## src/rtl/c3po_egress_narrow.sv

```systemverilog
// rtl/c3po_egress_narrow.sv - re-emits 32-byte c3po beats as 8-byte egress slices
//
// Holds one input beat and presents it as ceil(vbc/OUT_BYTES_P) slices.
// It drops malformed beats and counts errors and completed packets.
// Optional build macro C3PO_EGRESS_PARITY_EN adds the sig_o_par output.
//
// Ports:
//   sig_clock, sig_reset           clock, synchronous active-high reset
//   sig_i_sop/eop/val/vbc/data     input beat (IN_BYTES_P bytes, byte 0 in [7:0])
//   sig_i_ready                    beat accepted when sig_i_val & sig_i_ready
//   sig_o_sop/eop/val/vbc/data     output slice (OUT_BYTES_P bytes)
//   sig_o_par                      per-byte even parity of the slice (macro only)
//   sig_o_ready                    slice transfers when sig_o_val & sig_o_ready
//   sig_pkt_cnt, sig_err_cnt       saturating packet / error counters
//   sig_idle                       no beat held and no packet open
module c3po_egress_narrow #(
   parameter int IN_BYTES_P  = 32,
   parameter int OUT_BYTES_P = 8,
   parameter int CNT_SIZE_P  = 8
) (
   input  logic                     sig_clock,
   input  logic                     sig_reset,
   input  logic                     sig_i_sop,
   input  logic                     sig_i_eop,
   input  logic                     sig_i_val,
   input  logic [7:0]               sig_i_vbc,
   input  logic [IN_BYTES_P*8-1:0]  sig_i_data,
   output logic                     sig_i_ready,
   output logic                     sig_o_sop,
   output logic                     sig_o_eop,
   output logic                     sig_o_val,
   output logic [3:0]               sig_o_vbc,
   output logic [OUT_BYTES_P*8-1:0] sig_o_data,
`ifdef C3PO_EGRESS_PARITY_EN
   output logic [OUT_BYTES_P-1:0]   sig_o_par,
`endif
   input  logic                     sig_o_ready,
   output logic [CNT_SIZE_P-1:0]    sig_pkt_cnt,
   output logic [CNT_SIZE_P-1:0]    sig_err_cnt,
   output logic                     sig_idle
);

   localparam int NSLICE_MAX = IN_BYTES_P / OUT_BYTES_P;
   localparam int K_W        = (NSLICE_MAX > 1) ? $clog2(NSLICE_MAX) : 1;
   localparam int OUT_W      = OUT_BYTES_P * 8;
   localparam logic [7:0] IN_BYTES_V = 8'(IN_BYTES_P);

   typedef enum logic {ST_IDLE, ST_SEND} state_t;

   state_t                  state_q, state_d;
   logic [K_W-1:0]          k_q, k_d;
   logic [IN_BYTES_P*8-1:0] data_q, data_d;
   logic [7:0]              vbc_q, vbc_d;
   logic                    sop_q, sop_d;
   logic                    eop_q, eop_d;
   logic                    in_pkt_q, in_pkt_d;
   logic                    idle_q, idle_d;
   logic [CNT_SIZE_P-1:0]   pkt_cnt_q, pkt_cnt_d;
   logic [CNT_SIZE_P-1:0]   err_cnt_q, err_cnt_d;

   logic [7:0] nslice;
   logic [7:0] slice_base;
   logic [7:0] rem_bytes;
   logic       last_slice;
   logic       xfer, eop_xfer, accept, in_pkt_eff;
   logic       err_a, err_b, err_c, err_d, drop;

   assign nslice     = 8'((9'(vbc_q) + 9'(OUT_BYTES_P - 1)) / 9'(OUT_BYTES_P));
   assign slice_base = 8'(k_q) * 8'(OUT_BYTES_P);
   assign rem_bytes  = vbc_q - slice_base;
   assign last_slice = (state_q == ST_SEND) && (8'(k_q) == nslice - 8'd1);

   // Output slice is a pure function of the held beat and k, so it stays
   // stable for as long as the downstream stalls.
   always_comb begin
      sig_o_val  = 1'b0;
      sig_o_sop  = 1'b0;
      sig_o_eop  = 1'b0;
      sig_o_vbc  = 4'd0;
      sig_o_data = '0;
      if (state_q == ST_SEND) begin
         sig_o_val  = 1'b1;
         sig_o_sop  = sop_q && (k_q == '0);
         sig_o_eop  = eop_q && last_slice;
         sig_o_vbc  = last_slice ? 4'(rem_bytes) : 4'(OUT_BYTES_P);
         sig_o_data = data_q[int'(k_q)*OUT_W +: OUT_W];
      end
   end

`ifdef C3PO_EGRESS_PARITY_EN
   always_comb begin
      sig_o_par = '0;
      for (int i = 0; i < OUT_BYTES_P; i++) begin
         if (i < int'(sig_o_vbc)) begin
            sig_o_par[i] = ^sig_o_data[i*8 +: 8];
         end
      end
   end
`endif

   assign xfer     = sig_o_val & sig_o_ready;
   assign eop_xfer = xfer & sig_o_eop;

   // A new beat may slide in on the cycle the last slice leaves, which keeps
   // full beats back-to-back without a bubble.
   assign sig_i_ready = ~sig_reset & ((state_q == ST_IDLE) | (last_slice & sig_o_ready));
   assign accept      = sig_i_val & sig_i_ready;

   // A packet whose eop slice leaves this cycle is already closed as far as
   // a beat accepted in the same cycle is concerned.
   assign in_pkt_eff = in_pkt_q & ~eop_xfer;

   assign err_a = (sig_i_vbc == 8'd0) || (sig_i_vbc > IN_BYTES_V);
   assign err_b = ~sig_i_eop && (sig_i_vbc != IN_BYTES_V);
   assign err_c = ~sig_i_sop & ~in_pkt_eff;
   assign err_d = sig_i_sop & in_pkt_eff;
   assign drop  = err_a | err_b | err_c;

   always_comb begin
      state_d   = state_q;
      k_d       = k_q;
      data_d    = data_q;
      vbc_d     = vbc_q;
      sop_d     = sop_q;
      eop_d     = eop_q;
      in_pkt_d  = in_pkt_q;
      pkt_cnt_d = pkt_cnt_q;
      err_cnt_d = err_cnt_q;

      if (xfer) begin
         if (last_slice) begin
            state_d = ST_IDLE;
         end else begin
            k_d = k_q + K_W'(1);
         end
      end

      if (eop_xfer) begin
         in_pkt_d = 1'b0;
         if (pkt_cnt_q != '1) begin
            pkt_cnt_d = pkt_cnt_q + CNT_SIZE_P'(1);
         end
      end

      if (accept) begin
         if (drop) begin
            // A bad-length eop beat still terminates the open packet.
            if (err_a && sig_i_eop) begin
               in_pkt_d = 1'b0;
            end
         end else begin
            state_d = ST_SEND;
            k_d     = '0;
            data_d  = sig_i_data;
            vbc_d   = sig_i_vbc;
            sop_d   = sig_i_sop;
            eop_d   = sig_i_eop;
            if (sig_i_sop) begin
               in_pkt_d = 1'b1;
            end
         end
         if ((drop || err_d) && (err_cnt_q != '1)) begin
            err_cnt_d = err_cnt_q + CNT_SIZE_P'(1);
         end
      end

      idle_d = (state_d == ST_IDLE) && !in_pkt_d;
   end

   always_ff @(posedge sig_clock) begin
      if (sig_reset) begin
         state_q   <= ST_IDLE;
         k_q       <= '0;
         data_q    <= '0;
         vbc_q     <= '0;
         sop_q     <= 1'b0;
         eop_q     <= 1'b0;
         in_pkt_q  <= 1'b0;
         idle_q    <= 1'b1;
         pkt_cnt_q <= '0;
         err_cnt_q <= '0;
      end else begin
         state_q   <= state_d;
         k_q       <= k_d;
         data_q    <= data_d;
         vbc_q     <= vbc_d;
         sop_q     <= sop_d;
         eop_q     <= eop_d;
         in_pkt_q  <= in_pkt_d;
         idle_q    <= idle_d;
         pkt_cnt_q <= pkt_cnt_d;
         err_cnt_q <= err_cnt_d;
      end
   end

   assign sig_pkt_cnt = pkt_cnt_q;
   assign sig_err_cnt = err_cnt_q;
   assign sig_idle    = idle_q;

endmodule
```

## config.mk

```make
export PLATFORM = sky130hd
export DESIGN_NAME = c3po_egress_narrow
export DESIGN_NICKNAME = d
export VERILOG_FILES = /design/src/rtl/c3po_egress_narrow.sv
export SDC_FILE = /design/constraint.sdc
export NUM_CORES = 1
export LEC_CHECK = 0
export CORE_UTILIZATION = 48
export DETAILED_ROUTE_END_ITERATION = 8
export GPL_TIMING_DRIVEN = 0
export PLACE_DENSITY = 0.91
export SLEW_MARGIN = 20
export SYNTH_ARGS = -nofsm -noshare
export SYNTH_HDL_FRONTEND = slang
export SYNTH_SLANG_ARGS = --single-unit
```

## constraint.sdc

```tcl
create_clock -name sig_clock -period 3.7 [get_ports sig_clock]
set_clock_uncertainty 0.05 [all_clocks]
set_input_delay 1.11 -clock sig_clock [delete_from_list [all_inputs] [get_ports sig_clock]]
set_output_delay 1.11 -clock sig_clock [all_outputs]
set_load 0.01 [all_outputs]
```

==> reports/metrics.sh, run 1 <==
HP-CLASS='flip-flop to flip-flop'
CRIT_ARRIVAL_NS=2.85
PER_CELL_VIA_COUNT_IN_THE_ROUTED_DESIGN=5.80
VDD_DROP_MAX_mV=0.292
MAX-CAP-VIOLATIONS=0
SYN-CELL-AREA_UM2=12300
PLACEDINSTANCEAREA_UM2=16200
GRT_USAGE=0.339
OVERALL_OVERFLOW_REMAINING_AFTER_GLOBAL_ROUTE=0
FILLER_CELL_COUNT=1782
ROUTE.VIAS.TOTAL=12754
FIN_UTIL=0.709
REPORT.FINAL.HOLD_VIOL_COUNT=0
CTS_NUM_SINKS=287
CRITICAL_PATH_DATA_REQUIRED_TIME_NS=2.54
CLK_PIN_SLEW_NS=0.07
FINALCRITICALPERIOD_NS=4.01
RSZ0062_AT_GRT='true'
POSTSYNTH.TOPFLOPCELL='dfxtp_1'
FINALSETUPVIOLCOUNT=6
POWER_DENSITY_nW_PER_UM2=388
SLEW_HEADROOM=0.491
COUNT_OF_TRITONROUTE_ITERATIONS_IN_THE_FIRST_ROUTING_PASS=5
LAYOUTNONFILLERINSTCOUNT=2199
DRT_ITER0_DRC=1178
TRITONCTS_BUFFER_COUNT=28
POST_LAYOUT_WORST_SETUP_MARGIN_NS=-0.314
FINAL_DESIGN_AREA_NO_FILL_UM2=17800
AVGROUTEDWIREPERCELL_UM=20.7
P_LEAK_nW=6.39
WORSTSKEWPAIRLATENCY_NS=0.54
NETS_IN_THE_SYNTHESIZED_NETLIST=1722
STATUS='finished with violations'
DIE_Y_UM=162
START_UTIL=0.488
DRCVIOLATIONCOUNT=0
IOS=359
FLOW.AREA_GROWTH_FROM_SYNTHESIS_PCT=45.3
ASYNCSETRESETFLOPFRACSYNTH=0
TIMING_WORST_SLEW_PIN_VALUE_NS=0.763
WL_MM=45.5
HPWL_MM=32.2
PLACED_CELLS=2135
POST-LAYOUT-TOTAL-POWER_mW=6.91
NUM-NETS-FINAL=2121
PLACEMENTROWS=58
DESIGN.CORE.AREA_UM2=25100
YS_SEQ_AREA_FRAC=0.469
CRITICAL_PATH_PEAK_FANOUT=5
SYN_AREA_PER_CELL_UM2=8.46
LEADING_CELL_TYPE_IN_THE_LAYOUT_FILL_AND_TAPS_EXCLUDED='nand2_1'
VIA_COUNT_OF_THE_FIRST_GLOBAL_ROUTING_PASS=12933
CTSROOTBUFFERMASTER='clkbuf_16'
SYNTH_ENABLE_FLOP_CELLS=0
CRIT_PATH_END_KIND='output pin'
FINALCRITPERIODSHARE=1.08
SYNTH.LIB_CELLS_USED.DISTINCT=47
DIE_WIDTH_UM=162
WORST_SETUP_PATH_START_KIND='flip-flop'
CTS_HOLD_BUF=0
GRT_FIRST_PASS_WIRELENGTH_MM=68.6
POST_ROUTE_CELLS_DRIVE_ABOVE_1_SHARE=0.125
GP_CONGESTION=0.932
CRITPATHKIND='flip-flop to output pin'
MAX_CLOCK_FREQ_MHz=249
GRT_ANTENNA_BEFORE_REPAIR=0
TOTALNEGATIVESETUPSLACK_NS=-1.73
PLACEMENT.SETUP.WORST_SLACK_NS=-0.947
IO_BUFFER_COUNT=357
DRT.ANTENNA.VIOLATING_NETS=0
CLOCK_TREE_FROM_TRITONCTS='built'
FINAL.HOLD.WORST_SLACK_NS=0.402
REPORT.FINAL.SLEW_VIOL_COUNT=0
VIOLATIONS_IN_THE_FINAL_REPORTS='negative setup slack'
HTREE_LEVELS=1
NETLIST_INSTANCES=1448
YS_WARN_COUNT=0
GRT_START_MAX_NET_PINS=16
MAXIMUM_BUFFER_DEPTH_OF_THE_CLOCK_TREE=3
MOSTFREQUENTLAYOUTCELLS='nand2_1 (536), clkdlybuf4s50_1 (331), dfxtp_1 (281)'
YOSYS_REGISTER_BITS=287
DIEAREA_UM2=26200
[where the power goes]
group / switching, mW / internal [mW] / leakage (nW)
sequential: 0.00973 / 3.10 / 2.32
combinational: 0.175 / 0.289 / 3.54
clock: 1.26 / 2.08 / 0.532
total: 1.44 / 5.47 / 6.39
[kinds of logic (layout without fill, tap and decap cells)]
kind of cell,count (synthesis),count (layout),share of synthesized area
xor gates and xnor gates,17,17,0.0122
muxes,69,69,0.122
adders and majority gates,4,4,0.00409
DFF,287,287,0.469
other,0,1,0
buffers and inverters,119,539,0.0411
AOI/OAI and AO/OA,294,294,0.127
and+or+nand+nor,658,658,0.225
[Yosys cell counts (all sizes together), types with 4 or more instances]
library cell | n | share of area
and3 | 11 | 0.0056
mux2i | 5 | 0.0041
mux4 | 64 | 0.12
nor2 | 15 | 0.0048
xnor2 | 8 | 0.0057
dfxtp | 287 | 0.47
inv | 4 | 0.0012
nor3 | 5 | 0.0030
nand3 | 5 | 0.0020
a21oi | 270 | 0.11
clkbuf | 65 | 0.020
nand2 | 536 | 0.16
buf | 50 | 0.020
and2 | 66 | 0.034
xor2 | 9 | 0.0064
ha | 4 | 0.0041
o21ai | 4 | 0.0019
o31ai | 4 | 0.0040
[layout make-up]
type,instances,area (µm²),area share
Clock buffer,38,840,0.0472
Timing Repair Buffer,371,3730,0.210
Buffer,113,672,0.0378
Antenna cell,1,2.50,0.000141
Clock inverter,13,256,0.0144
Inverter,4,15.0,0.000844
Multi-Input combinational cell,1042,6110,0.343
Sequential cell,287,5760,0.324
Tap cell,330,413,0.0232
[worst max-delay path, stage by stage (launching register included)]
cell	delay, ns
dfxtp_4	0.38
o31ai_4	0.27
xor2_1	0.17
ha_1	0.27
xnor2_2	0.17
and4b_1	0.31
o22ai_4	0.10
buf_6	0.15
o31ai_4	0.19
nor2b_4	0.18
buf_6	0.11
[flip-flops by register name, indices dropped and copies added, names as in the netlist]
register     cells
sig_pkt_cnt      8
sig_idle         1
k_q              2
state_q          1
sig_err_cnt      8
sop_q            1
vbc_q            8
eop_q            1
in_pkt_q         1
data_q         256
[worst paths after layout]
| check | startpoint | end | slack, ns | cells past startpoint |
|---|---|---|---|---|
| max | vbc_q[0] | sig_i_ready | -0.31 | 10 |
| min | data_q[39] | data_q[39] | 0.40 | 2 |
| max reg2reg | vbc_q[0] | data_q[40] | 0.10 | 16 |
| min reg2reg | data_q[39] | data_q[39] | 0.40 | 2 |
[metal layers]
metal / vias to the layer above / track usage / share of wire
met4: 0 / 0.220 / 0.067
met1: 6027 / 0.402 / 0.36
li1: 5648 / - / -
met3: 222 / 0.0531 / 0.087
met2: 857 / 0.572 / 0.48
met5: - / 0 / 0
[repair_timing]
item | 4_1_cts | 5_1_grt
setup buffers | 12 | 2
resized for setup | 123 | 56
setup endpoints to repair | 330 | 291
pin swaps | 10 | 9
gates cloned | 0 | 0
No activity file was read; power rests on OpenSTA's default activity.
==> inputs of run 2 (changes only) <==
CORE_UTILIZATION = 40   (was 48)
PLACE_DENSITY = 0.79   (was 0.91)
==> run 2 against run 1 <==
The flow still finishes with violations (negative setup slack); non-clock buffer count rose by 3; largest cell class unchanged; clock power rose by 3%; core utilization fell by 11 points; sequential share of layout area fell by 0.40 points.
==> reports/metrics.sh, run 2 (synthesis results as in run 1) <==
CRIT_PATH_END_KIND='output pin'
COUNT_OF_TRITONROUTE_ITERATIONS_IN_THE_FIRST_ROUTING_PASS=5  # unchanged
POWER_SWITCHING_SHARE=0.212  # +0.00344
VIOLATIONS_IN_THE_FINAL_REPORTS='negative setup slack'
DESIGN.CORE.AREA_UM2=29900  # +19%
CTSROOTBUFFERMASTER='clkbuf_16'
CRITPATHKIND='flip-flop to output pin'
POST_LAYOUT_WORST_SETUP_MARGIN_NS=-0.327  # -0.0123 ns
WORSTSKEWPAIRLATENCY_NS=0.55  # about the same
CTS_NUM_SINKS=287  # unchanged
CRIT_ARRIVAL_NS=2.87  # +0.02 ns
WORST_SETUP_PATH_START_KIND='flip-flop'
DRT.ANTENNA.VIOLATING_NETS=0  # unchanged
TOTAL_AREA_OF_MULTI_INPUT_COMBINATIONAL_CELLS_UM2=6100  # about the same
NUM-NETS-FINAL=2126  # +0.24%
ROUTE.VIAS.TOTAL=12290  # -3.6%
RSZ0062_AT_GRT='true'
PLACEMENTROWS=63  # +8.6%
MAX_CLOCK_FREQ_MHz=248  # -0.31%
DIE_Y_UM=177  # +9.4%
POST_ROUTE_CELLS_DRIVE_ABOVE_1_SHARE=0.130  # +0.00480
FLOW.AREA_GROWTH_FROM_SYNTHESIS_PCT=47.1
HPWL_MM=32.5  # +0.76%
NET-SWITCHING-POWER_mW=1.48  # +2.9%
FINALCRITICALPERIOD_NS=4.03  # +0.0123 ns
CLOCK_TREE_FROM_TRITONCTS='built'
GRT_ANTENNA_BEFORE_REPAIR=4  # +4
OVERALL_OVERFLOW_REMAINING_AFTER_GLOBAL_ROUTE=0  # unchanged
AVGROUTEDWIREPERCELL_UM=19.8  # -4.0%
MAXIMUM_BUFFER_DEPTH_OF_THE_CLOCK_TREE=3  # unchanged
LEADING_CELL_TYPE_IN_THE_LAYOUT_FILL_AND_TAPS_EXCLUDED='nand2_1'
POST-LAYOUT-TOTAL-POWER_mW=6.99  # +1.3%
P_LEAK_nW=6.68  # +4.5%
CTS_HOLD_BUF=0  # unchanged
POWER.SHARE.COMBINATIONAL=0.066  # about the same
GRT_START_MAX_NET_PINS=16  # unchanged
SEQPWRFRAC=0.445  # -0.005
GP_CONGESTION=0.895  # -3.9%
REPORT.FINAL.HOLD_VIOL_COUNT=0  # unchanged
CRITICAL_PATH_DATA_REQUIRED_TIME_NS=2.54  # about the same
WORST_HOLD_STAGES=2  # unchanged
IOS=359  # unchanged
GRT_USAGE=0.279  # -0.0601
HP-CLASS='flip-flop to flip-flop'
VIA_COUNT_OF_THE_FIRST_GLOBAL_ROUTING_PASS=12259  # -5.2%
STATUS='finished with violations'
TIMING.REG2REG.WORST_PATH_DEPTH=15  # -1
VDD_DROP_MAX_mV=0.340  # +16%
LARGEST_REG_FLOPS=256  # unchanged
WL_MM=45.1  # -0.80%
TIMING_WORST_SLEW_PIN_VALUE_NS=0.884  # +0.121 ns
FILLER_CELL_COUNT=2518  # +41%
DIE_WIDTH_UM=177  # +9.4%
MOSTFREQUENTLAYOUTCELLS='nand2_1 (536), clkdlybuf4s50_1 (315), dfxtp_1 (281)'
HTREE_LEVELS=1  # unchanged
IO_BUFFER_COUNT=357  # unchanged
POWER_DENSITY_nW_PER_UM2=388  # about the same
REPORT.FINAL.SLEW_VIOL_COUNT=0  # unchanged
CRITICAL_PATH_PEAK_FANOUT=5  # unchanged
TOP_REGISTER='data_q'
INTPOWER_mW=5.51  # +0.81%
GRT_FIRST_PASS_WIRELENGTH_MM=66.9  # -2.6%
DRT_ITER0_DRC=848  # -28%
P_CLK_FRAC=0.489  # +0.006
SLEW_HEADROOM=0.411  # -0.0806
START_UTIL=0.410  # -0.0778
TRITONCTS_BUFFER_COUNT=30  # +7.1%
DIEAREA_UM2=31300  # +20%
FINALSETUPVIOLCOUNT=6  # unchanged
PER_CELL_VIA_COUNT_IN_THE_ROUTED_DESIGN=5.41  # -6.7%
DRCVIOLATIONCOUNT=0  # unchanged
FIN_UTIL=0.603  # -0.106
CLK_PIN_SLEW_NS=0.06  # about the same
FINALCRITPERIODSHARE=1.09  # +0.00334
MAX-CAP-VIOLATIONS=0  # unchanged
SEQUENTIAL_CELL_AREA_UM2=5760  # unchanged
==> run 2: changes by cell type in the layout (fill, tap and decap cells not counted), moves of 4 or more <==
cell	before	now
dlymetal6s2s_1	17	28
clkbuf_2	18	22
diode_2	1	6
dlygate4sd2_1	3	8
clkdlybuf4s50_1	331	315
buf_2	29	17
buf_4	18	28
clkinv_2	1	6
==> run 2: power groups by stage <==
stage | registers (mW) | clock network, mW | logic [mW]
finish | 3.11 | 3.42 | 0.462
global route | 3.11 | 3.56 | 0.484
CTS | 3.11 | 3.44 | 0.456
detailed placement | 3.18 | 0 | 0.448
global placement | 3.18 | 0 | 0.449
floorplan | 3.18 | 0 | 0.0905
==> run 2: cell type report <==
type                            count  area share
Antenna cell                        6    0.000833
Buffer                            113      0.0410
Clock buffer                       37      0.0471
Clock inverter                     19      0.0160
Inverter                            4    0.000833
Multi-Input combinational cell   1042       0.339
Sequential cell                   287       0.320
Tap cell                          390      0.0271
Timing Repair Buffer              374       0.209
==> run 2: what timing repair did <==
item                       CTS  global route
buffers inserted            10             7
setup endpoints to repair  342           302
resized for setup          136            98
pin swaps                   13             7
==> run 2: critical path: stages (launching register included) <==
cell,delay (ns)
dfxtp_4,0.38
o31ai_4,0.28
xor2_1,0.17
ha_1,0.28
xnor2_2,0.18
a2111oi_4,0.27
o22ai_4,0.17
o31ai_4,0.29
nor2b_4,0.19
buf_6,0.11
==> run 2: per-stage QoR <==
stage / instance area, µm² / TNS (ns) / hold WS, ns / setup slack [ns] / std cells
after detailed placement: 16300 / -185.50 / 0.393 / -0.998 / 2195
after global routing: 18000 / -2.56 / 0.418 / -0.422 / 2269
after CTS: 17800 / -1.72 / 0.401 / -0.287 / 2260
after global placement: 16300 / -148.53 / 0.385 / -1.00 / 2195
final: 18000 / -1.81 / 0.400 / -0.327 / 2272
after floorplan: 12300 / 0 / 0.377 / 0.235 / 1448
==> run 2: final timing paths <==
kind                    from           to  slack [ns]
setup / recovery    vbc_q[0]  sig_i_ready       -0.33
hold / removal    data_q[93]   data_q[93]        0.40
setup reg to reg    vbc_q[0]   data_q[77]        0.10
hold reg to reg   data_q[93]   data_q[93]        0.40
==> run 2: metal layers <==
| layer | vias up | wire [µm] | track usage |
|---|---|---|---|
| met2 | 591 | 21900 | 0.473 |
| met1 | 5855 | 17500 | 0.342 |
| met5 | - | 0 | 0 |
| li1 | 5671 | - | - |
| met4 | 0 | 2690 | 0.154 |
| met3 | 173 | 2920 | 0.0357 |
==> inputs of run 3 (changes only) <==
ABC_AREA = 1   (was default)
CORE_UTILIZATION = 48   (was 40)
PLACE_DENSITY = 0.9   (was 0.79)
==> run 3 against run 2 <==
The run still ends with negative setup slack left; power is 1.3% lower; non-clock buffer count rose by 18; combinational power grew 8.7%; critical endpoint unchanged; highest routed layer is now met5; largest power group unchanged; first-iteration DRC count grew 57%; via count grew 18%; register-to-register slack gained 0.08 ns; largest cell class unchanged; final cell count is 15% higher; die area decreased by 14%; synthesized cell count is 29% higher.
==> reports/metrics.sh, run 3 <==
STATUS='finished with violations'
VIOLATIONS_IN_THE_FINAL_REPORTS='negative setup slack'
POST_LAYOUT_WORST_SETUP_MARGIN_NS=-0.0581  # +0.268 ns
MOSTFREQUENTLAYOUTCELLS='nor2_1 (796), clkdlybuf4s50_1 (319), o21ai_0 (308)'
SYNTH_AREA_LEADERS='dfxtp_1 (46%), nor2_1 (24%), o21ai_0 (12%)'
POSTSYNTH.TOPFLOPCELL='dfxtp_1'
CRIT_PATH_END_KIND='output pin'
SYNTH_ENABLE_FLOP_CELLS=0  # unchanged
POST_ROUTE_CELLS_DRIVE_ABOVE_1_SHARE=0.0877  # -0.0424
OVERALL_OVERFLOW_REMAINING_AFTER_GLOBAL_ROUTE=0  # unchanged
GRT_USAGE=0.338  # +0.0594
TOP_REGISTER='data_q'
FINALCRITPERIODSHARE=1.02  # -0.0726
VDD_DROP_MAX_mV=0.352  # +3.6%
MAXIMUM_BUFFER_DEPTH_OF_THE_CLOCK_TREE=3  # unchanged
SYNTH.LIB_CELLS_USED.DISTINCT=36  # -23%
START_UTIL=0.495  # +0.0849
PLACEMENTROWS=58  # -7.9%
ROUTE.VIAS.TOTAL=14451  # +18%
YOSYSMOSTFREQUENTCELL='nor2_1'
ASYNCSETRESETFLOPFRACSYNTH=0  # unchanged
NETS_IN_THE_SYNTHESIZED_NETLIST=2135  # +24%
YS_WARN_COUNT=0  # unchanged
DIE_Y_UM=164  # -7.4%
TRITONCTS_BUFFER_COUNT=30  # unchanged
REPORT.FINAL.SLEW_VIOL_COUNT=0  # unchanged
WL_MM=46.8  # +3.8%
AVGROUTEDWIREPERCELL_UM=17.9  # -9.8%
CTS_NUM_SINKS=287  # unchanged
POWER_DENSITY_nW_PER_UM2=384  # -1.1%
CRITICAL_PATH.REG2REG.STARTPOINT='vbc_q[1]'
DIE_WIDTH_UM=164  # -7.4%
P_LEAK_nW=8.00  # +20%
HOLD_PATH.STARTPOINT='vbc_q[7]'
YS_SEQ_AREA_FRAC=0.457  # -0.0120
CRITICAL_PATH_PEAK_FANOUT=4  # -1
PER_CELL_VIA_COUNT_IN_THE_ROUTED_DESIGN=5.53  # +2.2%
COUNT_OF_TRITONROUTE_ITERATIONS_IN_THE_FIRST_ROUTING_PASS=6  # +1
VIA_COUNT_OF_THE_FIRST_GLOBAL_ROUTING_PASS=13909  # +13%
SYNTH_AREA_LEADER_CELL='dfxtp_1'
FINALSETUPVIOLCOUNT=6  # unchanged
RSZ0062_AT_GRT='true'
FINAL_DESIGN_AREA_NO_FILL_UM2=18000  # -0.19%
CTSROOTBUFFERMASTER='clkbuf_16'
WORSTSKEWPAIRLATENCY_NS=0.55  # about the same
GRT_START_MAX_NET_PINS=15  # -1
CLK_PIN_SLEW_NS=0.07  # about the same
FLOW.AREA_GROWTH_FROM_SYNTHESIS_PCT=43.1
DRCVIOLATIONCOUNT=0  # unchanged
LEADING_CELL_TYPE_IN_THE_LAYOUT_FILL_AND_TAPS_EXCLUDED='nor2_1'
MAX_CLOCK_FREQ_MHz=266  # +7.1%
YOSYS.AREA.TOP_TYPE_SHARE=0.457  # -0.0120
CRIT_ARRIVAL_NS=2.60  # -0.27 ns
HTREE_LEVELS=1  # unchanged
FILLER_CELL_COUNT=2082  # -17%
FINALCRITICALPERIOD_NS=3.76  # -0.268 ns
NETLIST_INSTANCES=1861  # +29%
HPWL_MM=34.2  # +5.1%
GRT_FIRST_PASS_WIRELENGTH_MM=70.9  # +6.0%
DRT.ANTENNA.VIOLATING_NETS=0  # unchanged
TIMING_WORST_SLEW_PIN_VALUE_NS=1.10  # +0.215 ns
CLOCK_TREE_FROM_TRITONCTS='built'
SYN-CELL-AREA_UM2=12600  # +2.6%
CTS_HOLD_BUF=0  # unchanged
IO_BUFFER_COUNT=357  # unchanged
GRT_ANTENNA_BEFORE_REPAIR=4  # unchanged
CRIT_START='vbc_q[1]'
CRITPATHKIND='flip-flop to output pin'
SEQUENTIAL_CELL_AREA_UM2=5750  # -0.11%
GP_CONGESTION=0.954  # +6.6%
DIEAREA_UM2=26800  # -14%
REPORT.FINAL.HOLD_VIOL_COUNT=0  # unchanged
LARGEST_REG_FLOPS=256  # unchanged
SLEW_HEADROOM=0.267  # -0.143
DESIGN.CORE.AREA_UM2=25400  # -15%
HP-CLASS='flip-flop to flip-flop'
PLACEDINSTANCEAREA_UM2=16600  # +1.5%
SYN_AREA_PER_CELL_UM2=6.75  # -20%
IOS=359  # unchanged
NUM-NETS-FINAL=2533  # +19%
YOSYS_REGISTER_BITS=287  # unchanged
POST_SYNTH_MOST_FREQUENT_CELLS='nor2_1 (801), o21ai_0 (309), dfxtp_1 (287)'
POST-LAYOUT-TOTAL-POWER_mW=6.90  # -1.3%
TOTAL_AREA_OF_MULTI_INPUT_COMBINATIONAL_CELLS_UM2=6180  # +1.3%
WORST_SETUP_PATH_START_KIND='flip-flop'
MAX-CAP-VIOLATIONS=0  # unchanged
CRITICAL_PATH_DATA_REQUIRED_TIME_NS=2.54  # about the same
DRT_ITER0_DRC=1334  # +57%
## run 3: cell types whose count changed in the layout (fill, tap and decap cells not counted), sizes merged, moves of 11 or more
cell,before,now
and2,66,0
and3,11,0
mux4,64,0
nand3,5,29
o21ai,4,397
clkbuf,110,121
inv,6,38
nand2,536,53
a21oi,270,80
nor2,15,806
## run 3: routing by layer
metal	wire length, µm	track usage	share of wire
met5	30	0	0.00064
met3	4520	0.0626	0.097
met1	17900	0.412	0.38
met4	2530	0.171	0.054
met2	21800	0.569	0.47
## run 3: through the flow
stage	hold slack, ns	std cells	utilization	TNS (ns)	setup WS, ns
floorplan	0.389	1861	-	0	0.697
global placement	0.404	2548	0.652	-46.96	-0.292
CTS	0.423	2607	0.701	-0.263	-0.0932
global route	0.446	2612	0.708	-1.10	-0.191
finish	0.423	2614	0.708	-0.255	-0.0581
detailed placement	0.405	2548	0.652	-56.84	-0.349
## run 3: kinds of logic after synthesis
group / count (synthesis) / synth area share
and+or+nand+nor: 904 / 0.281
AOI/OAI and AO/OA: 481 / 0.192
DFF: 287 / 0.457
buffers and inverters: 176 / 0.0594
xor gates and xnor gates: 9 / 0.00627
adders and majority gates: 4 / 0.00398
## run 3: timing repair
action / CTS / global route
setup buffers: 5 / 4
pin swaps: 11 / 16
setup endpoints to repair: 71 / 216
resized for setup: 96 / 80
## run 3: worst paths after layout
kind / slack [ns] / endpoint / depth (start not counted)
worst min register to register: 0.42 / vbc_q[7] / 2
worst max register to register: 0.18 / data_q[191] / 21
worst max-delay path: -0.06 / sig_i_ready / 16
worst min-delay path: 0.42 / vbc_q[7] / 2
## run 3: cell type report
type / count / area share
Timing Repair Buffer: 366 / 0.206
Tap cell: 330 / 0.0230
Antenna cell: 3 / 0.000417
Clock inverter: 15 / 0.0119
Clock buffer: 39 / 0.0476
Sequential cell: 287 / 0.320
Buffer: 139 / 0.0401
Inverter: 37 / 0.00779
Multi-Input combinational cell: 1398 / 0.344
## run 3: power breakdown
| part | internal, mW | switching, mW | total (mW) |
|---|---|---|---|
| clock | 1.98 | 1.29 | 3.27 |
| sequential | 3.11 | 0.0146 | 3.13 |
| combinational | 0.302 | 0.200 | 0.502 |
| total | 5.39 | 1.51 | 6.90 |
## run 3: worst max-delay path, cell delays in order (launching register included)
cell     delay (ns)
dfxtp_4        0.36
nor2_4         0.15
nand2_4        0.10
nand2_4        0.10
nand2_2        0.06
nand2_2        0.08
ha_4           0.21
xor2_1         0.14
nand3_1        0.11
nor2_2         0.13
nand3_2        0.10
nor2_4         0.16
inv_2          0.06
nand2_2        0.06
inv_2          0.06
nor2_8         0.09
buf_6          0.11
